## config.mk

```make
export PLATFORM = sky130hd
export DESIGN_NAME = op_dispatcher
export DESIGN_NICKNAME = d
export VERILOG_FILES = /design/src/rtl/pkg_system_mdr.sv /design/src/rtl/onehot_op_decoder.sv /design/src/rtl/op_dispatcher.sv
export SDC_FILE = /design/constraint.sdc
export NUM_CORES = 1
export LEC_CHECK = 0
export ABC_AREA = 1
export CAP_MARGIN = 20
export CORE_MARGIN = 2
export CORE_UTILIZATION = 35
export DETAILED_ROUTE_END_ITERATION = 16
export PLACE_DENSITY = 0.76
export SETUP_SLACK_MARGIN = 0.3
export SKIP_CTS_REPAIR_TIMING = 1
export SLEW_MARGIN = 20
export SYNTH_ARGS = -nofsm -noshare
export SYNTH_HDL_FRONTEND = slang
export SYNTH_SLANG_ARGS = --single-unit
```

## constraint.sdc

```tcl
create_clock -name clk -period 1.45 [get_ports clk]
set_clock_uncertainty 0.2 [all_clocks]
set_input_delay 0.145 -clock clk [delete_from_list [all_inputs] [get_ports clk]]
set_output_delay 0.145 -clock clk [all_outputs]
set_load 0.01 [all_outputs]
```

## src/rtl/pkg_system_mdr.sv

```systemverilog
// Shared MDR system types: operation select encoding, one-hot op constants and
// the dispatcher state encoding.
package pkg_system_mdr;

    typedef enum logic [1:0] {
        OP_MULT = 2'd0,
        OP_DIV  = 2'd1,
        OP_ROOT = 2'd2,
        OP_NON  = 2'd3
    } op_select_t;

    typedef enum logic [2:0] {
        IDLE,
        LAUNCH,
        WAIT,
        DONE,
        ERROR
    } dispatch_state_t;

    localparam logic [3:0] OH_MULT = 4'b0001;
    localparam logic [3:0] OH_DIV  = 4'b0010;
    localparam logic [3:0] OH_ROOT = 4'b0100;
    localparam logic [3:0] OH_NON  = 4'b1000;

endpackage

```

## src/rtl/onehot_op_decoder.sv

```systemverilog
// Decodes the 4-bit one-hot operation bus into op_select_t; legal is set only
// when exactly one bit is asserted.
module onehot_op_decoder
    import pkg_system_mdr::*;
(
    input  logic [3:0] onehot,
    output op_select_t op,
    output logic       legal
);

    // NOTE: every output gets a default before the case, so no path leaves a
    // value unassigned and no latch is inferred.
    always_comb begin
        op    = OP_NON;
        legal = 1'b1;
        case (onehot)
            OH_MULT: op = OP_MULT;
            OH_DIV:  op = OP_DIV;
            OH_ROOT: op = OP_ROOT;
            OH_NON:  op = OP_NON;
            default: legal = 1'b0;
        endcase
    end

endmodule

```

## src/rtl/op_dispatcher.sv

```systemverilog
// Consumer of the one-hot op bus: launches one MDR unit (or passes X through for
// NON), waits for its done and returns the result. Optional WAIT watchdog is
// enabled by defining OP_DISPATCH_TIMEOUT_EN.
module op_dispatcher
    import pkg_system_mdr::*;
#(
    parameter int DW             = 16,
    parameter int TIMEOUT_CYCLES = 64
) (
    input  logic          clk,
    input  logic          rst,
    input  logic          i_start,
    input  logic [3:0]    i_op,
    input  logic [DW-1:0] i_data_x,
    input  logic [DW-1:0] i_data_y,
    output logic [2:0]    o_unit_start,
    output logic [DW-1:0] o_unit_x,
    output logic [DW-1:0] o_unit_y,
    input  logic [2:0]    i_unit_done,
    input  logic [DW-1:0] i_mult_result,
    input  logic [DW-1:0] i_div_result,
    input  logic [DW-1:0] i_root_result,
    output logic [DW-1:0] o_result,
    output op_select_t    o_op,
    output logic          o_valid,
    output logic          o_error,
    output logic          o_busy
);

    dispatch_state_t state, next_state;
    op_select_t      dec_op;
    logic            dec_legal;
    logic            launched_done;
    logic [DW-1:0]   launched_result;
    logic            timeout_hit;
    logic            accept;

    onehot_op_decoder u_decoder (
        .onehot (i_op),
        .op     (dec_op),
        .legal  (dec_legal)
    );

    assign accept = (state == IDLE) && i_start;

    // o_op only changes on a legal accept, so it names the launched unit in WAIT.
    always_comb begin
        launched_done   = 1'b0;
        launched_result = '0;
        case (o_op)
            OP_MULT: begin launched_done = i_unit_done[0]; launched_result = i_mult_result; end
            OP_DIV:  begin launched_done = i_unit_done[1]; launched_result = i_div_result;  end
            OP_ROOT: begin launched_done = i_unit_done[2]; launched_result = i_root_result; end
            default: ;
        endcase
    end

`ifdef OP_DISPATCH_TIMEOUT_EN
    localparam int CNT_W = $clog2(TIMEOUT_CYCLES + 1);
    logic [CNT_W-1:0] wd_count;

    assign timeout_hit = (wd_count == CNT_W'(TIMEOUT_CYCLES - 1));

    always_ff @(posedge clk) begin
        if (!rst)                wd_count <= '0;
        else if (state == LAUNCH) wd_count <= '0;
        else if (state == WAIT)   wd_count <= wd_count + 1'b1;
    end
`else
    assign timeout_hit = 1'b0;
`endif

    // NOTE: sequential state uses non-blocking assignments so every register
    // samples pre-edge values, independent of block ordering.
    always_ff @(posedge clk) begin
        if (!rst) state <= IDLE;
        else      state <= next_state;
    end

    always_comb begin
        next_state = state;
        case (state)
            IDLE: begin
                if (i_start) begin
                    if (!dec_legal)            next_state = ERROR;
                    else if (dec_op == OP_NON) next_state = DONE;
                    else                       next_state = LAUNCH;
                end
            end
            LAUNCH:  next_state = WAIT;
            WAIT: begin
                if (launched_done)    next_state = DONE;
                else if (timeout_hit) next_state = ERROR;
            end
            DONE:    next_state = IDLE;
            ERROR:   next_state = IDLE;
            default: next_state = IDLE;
        endcase
    end

    // Outputs are registered from next_state so they line up with the state they describe.
    always_ff @(posedge clk) begin
        if (!rst) begin
            o_unit_start <= '0;
            o_unit_x     <= '0;
            o_unit_y     <= '0;
            o_result     <= '0;
            o_op         <= OP_NON;
            o_valid      <= 1'b0;
            o_error      <= 1'b0;
            o_busy       <= 1'b0;
        end else begin
            o_unit_start <= '0;
            o_valid      <= (next_state == DONE);
            o_error      <= (next_state == ERROR);
            o_busy       <= (next_state != IDLE);

            if (accept) begin
                o_unit_x <= i_data_x;
                o_unit_y <= i_data_y;
                if (dec_legal) begin
                    o_op <= dec_op;
                    if (dec_op == OP_NON) o_result     <= i_data_x;
                    else                  o_unit_start <= i_op[2:0];
                end
            end

            if (state == WAIT && launched_done) o_result <= launched_result;
            if (next_state == ERROR)            o_result <= '0;
        end
    end

endmodule

```

# Word-level counts from Yosys, hierarchy flattened
# Index checks and enable logic that the tools add are counted.
# op_classes
n_eq_ne,11
bitwise,3
reduce_logical,13
n_mux,13
# ops
op,count
$mux W16,4
$pmux W16 S3,1
$mux W3,3
$pmux W3 S3,1
$reduce_or A4 Y1,2
$eq A3 B2 Y1 const B,2
$pmux W2 S3,1
$reduce_bool A2 Y1,3
$eq A2 B2 Y1 const B,2
$eq A4 B1 Y1 const B,1
$eq A4 B2 Y1 const B,1
$eq A4 B3 Y1 const B,1
$eq A4 B4 Y1 const B,1
$eq A3 B1 Y1 const B,1
$eq A3 B3 Y1 const B,1
$logic_not A3 Y1,1
$not A1 Y1,3
$pmux W1 S3,1
$reduce_and A3 Y1,1
$reduce_bool A3 Y1,1
$eq A2 B1 Y1 const B,1
$logic_and A1 B1 Y1,2
$logic_not A2 Y1,1
$mux W2,1
3 further kinds,3
# word_totals
output_inout_bits,56
reg_bits,59
word_cells,49

# Depth between registers and ports, before layout
# Gate-level depths: netlist of the first run.
# depth
ltp_word,9
ltp_mapped,10

# Hierarchy
# From an unflattened synthesis of the first run, not the netlist that was laid out.
# unflattened
cells_unflattened,415
hier_area_um2,2830.2
# by_module_without_submodules
module,area_each_um2,cells_per_inst,n_inst
op_dispatcher,2761.4,400,1
onehot_op_decoder,68.8,15,1

# Worst setup path before layout of the first run
# No wires, ideal clock.
# synth_path
kind,flip-flop to flip-flop
start,register o_op[0]
end,register o_result[1]
arrival_time_ns,1.252
setup_ns,0.109
path_stages_with_launch,10
slack_ns,-0.111
path_cell_list,dfxtp_1 buf_6 nand3_2 nand3_4 nand2_4 buf_6 nand3_1 nand3_1 nand2_1 inv_1
# synth_between
elab_chain_len,6
# synth_rtl
element,line_no,source
start: declaration,op_dispatcher.sv:24,"output op_select_t o_op,"
start signal: assignment,op_dispatcher.sv:122,o_op <= dec_op;
"$eq A2 B2 Y1, or another cell as far along",op_dispatcher.sv:50,case (o_op)
$pmux W1 S3,op_dispatcher.sv:50,
$mux W3,op_dispatcher.sv:92,if (launched_done) next_state = DONE;
$pmux W3 S3,op_dispatcher.sv:82,case (state)
$eq A3 B3 Y1,op_dispatcher.sv:129,if (next_state == ERROR) o_result <= '0;
$reduce_or A2 Y1 (no source line),--,
end signal: assignment,op_dispatcher.sv:123,if (dec_op == OP_NON) o_result <= i_data_x;
end signal: assignment,op_dispatcher.sv:128,if (state == WAIT && launched_done) o_result <= launched_result;
end: declaration,op_dispatcher.sv:23,"output logic [DW-1:0] o_result,"
# Parallel ways exist; a longest one is shown, timed or not.
# A chain may end at the register's enable or synchronous reset.

# Final worst setup path of the first run
# layout_path
start,register state[0]
end,register o_result[15]
# layout_between
elab_chain_len,4
# layout_rtl
element,line_no,source
start: declaration,op_dispatcher.sv:30,"dispatch_state_t state, next_state;"
start signal: assignment,op_dispatcher.sv:77,else state <= next_state;
"$eq A3 B2 Y1, or another cell as far along","op_dispatcher.sv:82, op_dispatcher.sv:128",
"$pmux W3 S3, or another cell as far along",op_dispatcher.sv:82,
$eq A3 B3 Y1 or $reduce_bool A2 Y1 (tied branches),--,
$reduce_or A2 Y1 (no source line) or $reduce_and A3 Y1 (tied branches),--,
# Parallel ways exist; a longest one is shown, timed or not.

==> metrics.md, run 1 <==
| Metric | Value |
|---|---|
| Comb power frac | 0.254 |
| Gr usage total | 0.1847 |
| Core area | 7647 sq um |
| H-Tree Depth | 3 |
| Syn nets | 483 |
| Pre-antenna DRT Iters | 4 |
| Skew-Pair Late Insertion Delay | 0.33 ns |
| CP Capture Type | flop |
| Antenna-violating nets left | 0 |
| CTS tree | built |
| Synth area leaders | dfxtp_1 43%, nand3_1 16%, nand2_1 10%, nor2_1 9.7%, o21ai_0 5.8% |
| Tightest Hold Check Type | input pin to flop |
| Sw Ratio | 0.2745 |
| Final net count | 656 |
| Die ar. | 8553 sq um |
| Main flop type after synthesis | dfxtp_1 |
| Failing checks | setup timing |
| Sequential power share | 0.413 |
| # port buffers | 145 |
| Yosys top cell area share | 0.4311 |
| Minimum clock period | 1.541 ns |
| Cell family with most CP delay | simple AND/OR/NAND/NOR gates |
| Post-synthesis register bit count | 59 |
| Global-route wire length before repair | 12,770 um |
| IO Pins | 146 |
| Share of cells above drive strength 1 | 0.3765 |
| Routed WL | 9108 um |
| Row count | 32 |
| Drt wl/cell | 13.53 um |
| RSZ-0062 raised after global routing | yes |
| Setup Viol. Count Final | 33 |
| Post-Synthesis Cells | 393 |
| Ant. Diodes | 0 |
| Fmax | 648.7 MHz |
| Fillers | 626 |
| Int Power | 3.220 mW |
| Global-route congestion overflow total | 0 |
| Switching pwr | 1.218 mW |
| Clock Path Buffers | 2 |
| Detail Placement HPWL | 6353 um |
| Data required, critical path | 1.48 ns |
| Total power | 4.438 mW |
| Post-synth EDFFs | 0 |
| Worst ir drop on vdd | 0.4847 mV |
| Pleak | 2.386 nW |
| Mapped cell area | 2740 sq um |
| Area grow syn2layout | 89.18% |
| Max incr delay on CP | 0.33 ns |
| Largest area contributor in the netlist | dfxtp_1 |
| Chip height | 92.48 um |
| Clk slew on worst S/H paths | 0.07 ns |
| Worst path buffer plus inverter count | 3 |
| Fin area | 5184 sq um |
| Initial antenna violation count | 0 |
| Die X | 92.48 um |
| Syn avg cell area | 6.972 sq um |
| Vias in the first global route | 2,764 |
| DR vias | 3,219 |
| Clock Sinks | 59 |
| Period utilization | 1.063 |
| Hold Vio Cnt, Final | 0 |
| Crit-path slowest cell | dfxtp_1 |
| Nature of the critical path startpoint | flop |
| Worst Max-Slew Pin Slew | 0.3549 ns |
| Status | finished with violations |
| Final Slew Violations | 0 |
| Util after Layout | 0.6778 |
| Max-cap check violation count | 0 |
| Hold slack | 0.03501 ns |
| Place WS | -0.5725 ns |
| DRC violations left | 0 |
| Sequential fraction of the synthesis area | 0.4311 |
| Routability cong. | 0.8089 |
| Ys async rst share | 0 |
| Top cells by count, synth | 86 x nand3_1, 74 x nand2_1, 71 x nor2_1 |
| Root Buffer | clkbuf_8 |
| Iteration-0 DRC Markers | 93 |
| Most frequent CP cell | nand3_1 |
| WS Path Type | flop to flop |
| Slew headroom | 0.7634 |
| Critical Path AT | 1.57 ns |
| Via density | 4.783 |
| Final WS setup | -0.09143 ns |
| Critical-path cell list | inv_2 -> nand2_2 -> nor2_4 -> nand2_8 -> buf_4 -> nand3_1 -> nand3_1 -> nand2_1 -> inv_1 |
| Largest net degree at the start of global routing | 37 |
| Pwr dens | 856.1 nW/um^2 |
| Placed cell areas | 4484 sq um |
| Initial core utilization | 0.3583 |
| CTS Buf Count | 9 |
| CP max FO | 6 |
| Syn. warnings | 0 |
| Clock Power Share | 0.332 |
| Yosys cell types | 21 |
| Most used standard cell by instance count after synthesis | nand3_1 |
## final timing paths
kind	from	endpoint	slack, ns	cells past startpoint
worst max-delay path	state[0]	o_result[15]	-0.09	9
worst min register to register	o_unit_x[3]	o_unit_x[3]	0.27	2
worst max register to register	state[0]	o_result[15]	-0.09	9
worst min-delay path	i_op[0]	o_unit_start[0]	0.04	4
## final cells by class
type,count,area [sq um],share of cell area
clock buffers,11,141.4,0.02728
clock inverters,5,52.55,0.01014
inverters,27,118.9,0.02293
multi-input cells,288,1634,0.3152
flip-flops and latches,59,1245,0.2402
well taps,102,127.6,0.02462
repair buffers,181,1864,0.3596
## logic make-up after synthesis
family,after synthesis,share of synthesized area
buf+inv,48,0.08356
flops,59,0.4310
compound gates,35,0.06392
simple gates,251,0.4215
## flip-flops by register name, summed over array words and instances (netlist names)
| register | flops |
|---|---|
| o_valid | 1 |
| o_error | 1 |
| o_busy | 1 |
| state | 3 |
| o_unit_start | 3 |
| o_unit_y | 16 |
| o_unit_x | 16 |
| o_op | 2 |
| o_result | 16 |
## routing by layer
layer / vias up / track usage / routed length (um)
li1: 1623 / - / -
met2: 123 / 0.2956 / 4472
met5: - / 0 / 0
met3: 12 / 0.03906 / 560
met4: 0 / 0.07463 / 150
met1: 1461 / 0.2423 / 3923
## per-stage QoR
stage | setup TNS (ns) | cells
after floorplan | -0.07302 | 393
after global placement | -12.45 | 641
after detailed placement | -14.70 | 641
after CTS | -10.10 | 657
after global routing | -4.310 | 673
final | -1.060 | 673
## power groups by stage
stage                     combinational [mW]  sequential [mW]  clock (mW)
after CTS                               1.00             1.80        1.51
after global routing                    1.22             1.85        1.57
after floorplan                        0.372             1.89           0
after global placement                 0.987             1.84           0
final                                   1.13             1.83        1.47
after detailed placement               0.996             1.84           0
## tightest hold or removal path, stage by stage
cell,delay (ns)
dlymetal6s2s_1,0.16
buf_4,0.15
inv_1,0.04
nor2_1,0.03
## layout by cell type, fill, tap and decap left out, types with 10 or more instances in the layout
cell type	instances
clkbuf_8	10
dfxtp_1	12
o21ai_0	18
buf_2	10
buf_6	38
nand3_1	56
dfxtp_2	45
clkdlybuf4s50_1	87
nand3_2	31
buf_4	17
nor2_1	70
nand2_1	71
o21ai_1	11
inv_1	22
clkbuf_2	11
No activity file was read; power rests on OpenSTA's default activity.
==> run 2, diff against run 1 <==
CAP_MARGIN = 15   (was 20)
==> results of run 2 <==
Same layout as run 1: the final DEF is identical, and so are final timing and power.
